<file path="src/rtl/comparador_serial_der_izq_pkg.sv">
// Shared encodings for the right-to-left serial comparator and its iterative cell.
// The relation codes double as the inter-cell signal of an iterative network.
package comparador_serial_der_izq_pkg;

  localparam int N_DEFAULT = 8;

  typedef enum logic [1:0] {
    REL_A = 2'b01,
    REL_B = 2'b10,
    REL_C = 2'b11
  } rel_t;

  typedef enum logic {
    IDLE       = 1'b0,
    RECIBIENDO = 1'b1
  } state_t;

  // A <= B holds unless A is strictly greater.
  function automatic logic rel_a_le_b(input rel_t r);
    return (r != REL_B);
  endfunction

endpackage

</file>
<file path="src/rtl/comparador_serial_der_izq_celda.sv">
// One cell of a right-to-left comparator network: a differing bit pair overrides
// whatever the lower-order bits decided, an equal pair passes the relation through.
module celda_der_izq
  import comparador_serial_der_izq_pkg::*;
(
  input  rel_t rel_i,
  input  logic A_in,
  input  logic B_in,
  output rel_t rel_o
);

  always_comb begin
    rel_o = rel_i;
    if (A_in && !B_in) begin
      rel_o = REL_B;
    end else if (!A_in && B_in) begin
      rel_o = REL_C;
    end
  end

endmodule

</file>
<file path="src/rtl/comparador_serial_der_izq.sv">
// Serial N-bit comparator, LSB first; reports A <= B and A == B one cycle after
// the last bit is accepted.
module comparador_serial_der_izq
  import comparador_serial_der_izq_pkg::*;
#(
  parameter int N = N_DEFAULT
) (
  input  logic clk,
  input  logic reset,
  input  logic start,
  input  logic bit_valid,
  input  logic A_in,
  input  logic B_in,
  output logic busy,
  output logic done,
  output logic Zout,
  output logic iguales
);

  localparam int CW = $clog2(N + 1);

  state_t        state_q;
  rel_t          rel_q;
  rel_t          rel_d;
  logic [CW-1:0] cnt_q;
  logic          busy_q;
  logic          done_q;
  logic          zout_q;
  logic          iguales_q;

  celda_der_izq u_celda (
    .rel_i (rel_q),
    .A_in  (A_in),
    .B_in  (B_in),
    .rel_o (rel_d)
  );

  // start has priority in both states so that it also aborts a word in flight.
  always_ff @(posedge clk or posedge reset) begin
    if (reset) begin
      state_q   <= IDLE;
      rel_q     <= REL_A;
      cnt_q     <= '0;
      busy_q    <= 1'b0;
      done_q    <= 1'b0;
      zout_q    <= 1'b0;
      iguales_q <= 1'b0;
    end else begin
      done_q <= 1'b0;
      if (start) begin
        state_q <= RECIBIENDO;
        rel_q   <= REL_A;
        cnt_q   <= '0;
        busy_q  <= 1'b1;
      end else begin
        case (state_q)
          RECIBIENDO: begin
            if (bit_valid) begin
              rel_q <= rel_d;
              if (cnt_q == CW'(N - 1)) begin
                state_q   <= IDLE;
                busy_q    <= 1'b0;
                done_q    <= 1'b1;
                zout_q    <= rel_a_le_b(rel_d);
                iguales_q <= (rel_d == REL_A);
              end else begin
                cnt_q <= cnt_q + CW'(1);
              end
            end
          end
          default: begin
          end
        endcase
      end
    end
  end

  assign busy    = busy_q;
  assign done    = done_q;
  assign Zout    = zout_q;
  assign iguales = iguales_q;

endmodule

</file>
<file path="config.mk">
export PLATFORM = sky130hd
export DESIGN_NAME = comparador_serial_der_izq
export DESIGN_NICKNAME = d
export VERILOG_FILES = /design/src/rtl/comparador_serial_der_izq_pkg.sv /design/src/rtl/comparador_serial_der_izq_celda.sv /design/src/rtl/comparador_serial_der_izq.sv
export SDC_FILE = /design/constraint.sdc
export NUM_CORES = 1
export LEC_CHECK = 0
export CORE_AREA = 2 2 39 41
export DETAILED_ROUTE_END_ITERATION = 8
export DIE_AREA = 0 0 41 43
export GPL_TIMING_DRIVEN = 0
export MAX_ROUTING_LAYER = met4
export PLACE_DENSITY_LB_ADDON = 0.12
export SYNTH_ARGS = -nofsm -noshare
export SYNTH_HDL_FRONTEND = slang
export SYNTH_HIERARCHICAL = 1
export SYNTH_SLANG_ARGS = --single-unit
export TNS_END_PERCENT = 5
</file>
<file path="constraint.sdc">
create_clock -name clk -period 2.6 [get_ports clk]
set_clock_uncertainty 0.15 [all_clocks]
set_input_delay 0.39 -clock clk [delete_from_list [all_inputs] [get_ports clk]]
set_output_delay 0.39 -clock clk [all_outputs]
set_load 0.01 [all_outputs]
</file>
== Yosys cells after proc, flatten, opt, wreduce, memory -nomap -nowiden ==
Cells that the tools add are included.

* Bitwise operators: 1
* $add $sub $neg: 1
* Reduce and logical (&&, ||, !) cells: 11
* Equality and inequality tests: 4
* Muxes and demuxes: 21

{| class="wikitable"
|+ Operators with widths
! kind !! number
|-
| $mux 4 || 4
|-
| $mux 1 || 12
|-
| $mux 2 || 5
|-
| $reduce_and 3->1 || 2
|-
| $reduce_bool 2->1 || 3
|-
| $add 4x1->4 const B || 1
|-
| $eq 4x3->1 const B || 1
|-
| $ne 2x2->1 const B || 2
|-
| $reduce_and 4->1 || 1
|-
| $eq 2x1->1 const B || 1
|-
| $logic_and 1x1->1 || 2
|-
| $logic_not 1->1 || 2
|-
| $reduce_and 2->1 || 1
|-
| $not 1->1 || 1
|}

* Output and inout port bits: 4
* Bits in registers: 11
* Word-level logic and storage cells: 45

== Longest topological paths before layout ==
* Depth after elaboration: 7
* Depth in mapped cells: 4
* Gate-level depth less buffers: 4

== By module ==
Netlist, hierarchy kept.

{| class="wikitable"
|+ Modules (own cells, without submodules)
! module !! cells an instance !! times used !! area each (µm²) !! seq. area each (µm²)
|-
| comparador_serial_der_izq || 45 || 1 || 494.2 || 276.5
|-
| celda_der_izq || 4 || 1 || 30.0 || 0.0
|}

== Worst setup path after synthesis ==
Ideal clock, no wire load.

* Kind: register to register
* Start point: register cnt_q[0]
* End point: register zout_q (netlist: Zout)
* Path slack: 1,109 ps
* Setup time: 128 ps
* Buffers on the path: 0
* Arrival time: 1,213 ps
* Cell stages (with the launch flop): 5
* Cell sequence: dfrtp_1 ha_1 nand3b_1 nor3_2 mux2_1

* Cells in the longest elaborated chain, start to end: 2

{| class="wikitable"
|+ RTL lines
! item !! line !! source
|-
| start: declaration || comparador_serial_der_izq.sv:25 || <nowiki>logic [CW-1:0] cnt_q;</nowiki>
|-
| start signal: assignment || comparador_serial_der_izq.sv:67 || <nowiki>cnt_q <= cnt_q + CW'(1);</nowiki>
|-
| $eq 4x3->1 || comparador_serial_der_izq.sv:60 || <nowiki>if (cnt_q == CW'(N - 1)) begin</nowiki>
|-
| $reduce_and 4->1 (no line) || -- ||
|-
| end signal: assignment || comparador_serial_der_izq.sv:64 || <nowiki>zout_q <= rel_a_le_b(rel_d);</nowiki>
|-
| end: declaration || comparador_serial_der_izq.sv:28 || <nowiki>logic zout_q;</nowiki>
|}

No other way between the ends.
A chain may end at the register's enable or synchronous reset.

== Worst setup path in the final report ==
* Start point: input bit_valid
* End point: register cnt_q[3]

* Cells in the longest elaborated chain, start to end: 2

{| class="wikitable"
|+ RTL lines
! item !! line !! source
|-
| start: declaration || comparador_serial_der_izq.sv:11 || <nowiki>input logic bit_valid,</nowiki>
|-
| $reduce_bool 2->1 (no line) || -- ||
|-
| $reduce_and 3->1 (no line) || -- ||
|}

No other way between the ends.

==> results_tabular.tex <==
\begin{tabular}{lr}
\hline
Metric & Value \\
\hline
\multicolumn{2}{l}{\textbf{Power}} \\
P per Cell Area & 502 nW/µm² \\
Static leakage & 0.000285 µW \\
Maximum VDD drop & roughly 0.29 mV \\
Post-layout total power & between 300 and 400 µW \\
\multicolumn{2}{l}{\textbf{Placement}} \\
Detailed-placement wirelength estimate & 661 µm \\
Gp weighted congestion & approximately 0.73 \\
Number of buffer cells added on primary ports & 8 \\
Setup slack at placement & $\sim$0.61 ns \\
\multicolumn{2}{l}{\textbf{Global routing}} \\
Overall routing resource usage & 0.126 \\
Via count of the first global-routing pass & 358 \\
Initial antenna violation count & 0 \\
First-pass GRT wire length & around 1.5 mm \\
Largest net degree at the start of global routing & 12 \\
Total overflow reported by the global router & 0 \\
\multicolumn{2}{l}{\textbf{Timing}} \\
Max-slew headroom & 0.734 \\
Worst Max-Slew Pin Slew & around 0.40 ns \\
Final setup violation count & 0 \\
Worst Hold Margin & between 0.2 and 0.3 ns \\
Achievable frequency & about 0.58 GHz \\
Final min period & 1.72 ns \\
RSZ-0062 raised after global routing & false \\
Final WS setup & 0.879 ns \\
Endpoints failing hold & 0 \\
Post-route fraction of the period consumed by the critical path & 0.662 \\
Total Negative Setup Slacks & 0 ns \\
Max-slew violations & 0 \\
\multicolumn{2}{l}{\textbf{Cells and area}} \\
Antenna cells & 0 \\
Net count of the finished layout & just under 70 \\
Post-layout utilization of the core & 0.471 \\
Layout cell share with drive strength beyond 1 & 0.148 \\
Post-synthesis to final-layout area growth & 24.3\% \\
Fill count & 136 \\
\multicolumn{2}{l}{\textbf{Min path}} \\
Worst min-delay path category & primary input to async pin \\
\multicolumn{2}{l}{\textbf{Drt}} \\
Mean number of vias per cell & roughly 5 \\
Count of nets left with antenna violations after detail routing & 0 \\
DRC violation count after routing & 0 \\
Count of vias placed by the detailed router & just under 400 \\
Average detailed-routed wire length per instance & $\sim$11 µm \\
Routed wire length & just under 900 µm \\
Detailed Routing Iterations Pass 1 & 4 \\
Initial DRC count & 5 \\
\multicolumn{2}{l}{\textbf{Worst setup path}} \\
Peak fanout along the critical path & 9 \\
Crit Reg-Reg Endpoint & Zout \\
Critical path startpoint category & primary input \\
Required time of the worst setup path & $\sim$2.6 ns \\
Reg2reg setup slack & roughly 0.93 ns \\
Arrival time reported for the critical path endpoint & 1.75 ns \\
R2r worst-path depth & 4 \\
Critical register-to-register path startpoint & cnt\_q[0] \\
Start-to-end type of the worst setup path & primary input to flip-flop \\
Crit path capture type & flip-flop \\
\multicolumn{2}{l}{\textbf{Floorplan}} \\
Core Box Area & roughly 1400 µm² \\
Die width & 41 µm \\
Initial cell density of the core & 0.379 \\
Chip height & around 43 µm \\
DIE AREA & roughly 1800 µm² \\
Site row count & 14 \\
Number of top-level design ports & 10 \\
\multicolumn{2}{l}{\textbf{Clock tree}} \\
Count of buffers added by post-CTS timing repair for setup & 0 \\
Hold-fix buffer count after cts & 0 \\
Clock slew at the register clock pins of the worst setup and hold paths & approximately 0.08 ns \\
Num CTS Buffers & 3 \\
Clock tree buffer depth & 2 \\
CTS H-tree lvls & 1 \\
Clock tree root buffer cell & clkbuf\_4 \\
Clock latency on the worst-skew pair & 0.26 ns \\
Clock sink total & 11 \\
Number of gates resized after CTS & 0 \\
CTS tree & yes \\
\multicolumn{2}{l}{\textbf{Synth}} \\
Share of the synthesized area in the top cell type & 0.477 \\
Cell area after synthesis & 524 µm² \\
Yosys Warn Count & 6 \\
Mapped Avg Cell Area & roughly 11 µm² \\
Sequential cell area fraction in the yosys report & 0.527 \\
Leading area contributor after synthesis & dfrtp\_1 \\
Number of nets in the synthesized netlist & 56 \\
Flip-flop and latch count after synthesis & 11 \\
Number of distinct library cells after synthesis & 27 \\
Top area cells in the synthesized netlist & dfrtp\_1 (48\%), dfstp\_2 (5.0\%), mux2\_1 (4.3\%) \\
Synthesized instance count & between 40 and 50 \\
\multicolumn{2}{l}{\textbf{Status}} \\
Run status & complete, no violations \\
\multicolumn{2}{l}{\textbf{Job}} \\
Number of max-cap violations & 0 \\
\hline
\end{tabular}
[state kept, by name (all words and copies together) (netlist names)]
signal / cells
Zout: 1
busy: 1
cnt_q: 4
done: 1
iguales: 1
rel_q: 2
state_q: 1
[synth_stat cells]
| cell type | count |
|---|---|
| nand3b_1 | 1 |
| nor2b_1 | 1 |
| maj3_2 | 1 |
| or4_1 | 1 |
| xnor2_1 | 1 |
| nand2b_1 | 3 |
| and3_2 | 1 |
| nand3_1 | 3 |
| dfstp_2 | 1 |
| dfrtp_1 | 10 |
| a21oi_1 | 4 |
| mux2i_1 | 1 |
| o21ai_0 | 3 |
| or3_1 | 1 |
| mux2_1 | 2 |
| and3b_1 | 1 |
| nor3_2 | 1 |
| nand4_1 | 1 |
| ha_1 | 1 |
| o21ai_1 | 1 |
| inv_1 | 2 |
| nand2_2 | 1 |
| nand2_1 | 3 |
| clkbuf_1 | 1 |
| nor2_1 | 1 |
| a21o_1 | 1 |
| a211o_1 | 1 |
[routing by layer]
| metal | routed length (µm) | share of wire | global-route usage | vias up |
|---|---|---|---|---|
| met4 | 0 | 0 | 0.0400 | 0 |
| met3 | 43 | 0.049 | 0.0314 | 0 |
| met1 | 420 | 0.48 | 0.184 | 184 |
| li1 | - | - | - | 200 |
| met5 | 0 | 0 | - | - |
| met2 | 406 | 0.47 | 0.169 | 8 |
[placed cells by master (no fill, tap or decap)]
cell type        count
nand4_1              1
clkdlybuf4s50_1      8
xnor2_1              1
nor2_1               1
a21oi_1              4
o21ai_1              1
inv_1                2
nor2b_1              1
nand2b_1             3
ha_1                 1
mux2_1               2
nor3_2               1
clkbuf_4             3
nand2_1              3
mux2i_1              1
and3b_1              1
o21ai_0              3
a21o_1               1
nand2_2              1
nand3_1              3
a211o_1              1
nand3b_1             1
maj3_2               1
dfstp_2              1
and3_2               1
clkinv_2             1
or4_1                1
dfrtp_1             10
or3_1                1
clkbuf_1             1
[logic make-up (layout without fill, tap and decap cells)]
kind of cell | count (synthesis) | in the layout | synth area share
buffers and inverters | 3 | 15 | 0.0215
AOI/OAI and AO/OA | 10 | 10 | 0.107
DFF | 11 | 11 | 0.527
muxes | 3 | 3 | 0.0621
adders and majority gates | 2 | 2 | 0.0453
and+or+nand+nor | 19 | 19 | 0.220
xor gates and xnor gates | 1 | 1 | 0.0167
[worst max-delay path by stage]
stage / startpoint / endpoint / slack, ns / cells after the start
after CTS: bit_valid / cnt_q[3] / 0.89 / 4
after floorplan: cnt_q[0] / Zout / 1.11 / 4
after global placement: bit_valid / cnt_q[3] / 0.63 / 4
final: bit_valid / cnt_q[3] / 0.88 / 4
after global routing: bit_valid / cnt_q[3] / 0.80 / 4
after detailed placement: bit_valid / Zout / 0.61 / 4
[stage by stage]
stage / area (µm²) / std cells
after floorplan: 524 / 49
after global placement: 624 / 73
after detailed placement: 624 / 73
after CTS: 652 / 77
after global routing: 652 / 77
final: 652 / 77
[area by class of cell]
class | count | area [µm²] | area share
plain buffers | 1 | 3.75 | 0.00576
clock buffers | 3 | 22.5 | 0.0345
clock inverters | 1 | 5.00 | 0.00768
inverters | 2 | 7.51 | 0.0115
multi-input cells | 35 | 236 | 0.363
flip-flops and latches | 11 | 277 | 0.424
well taps | 16 | 20.0 | 0.0307
repair buffers | 8 | 80.1 | 0.123
[critical path, cell delays in order]
cell             delay, ns
clkdlybuf4s50_1       0.58
nand2_2               0.16
or4_1                 0.49
a21oi_1               0.14
[where the power goes]
group | internal, µW | switching [µW]
combinational | 16.5 | 17.1
clock | 56.8 | 57.3
sequential | 177 | 3.25
Power figures use the tool's default switching activity.
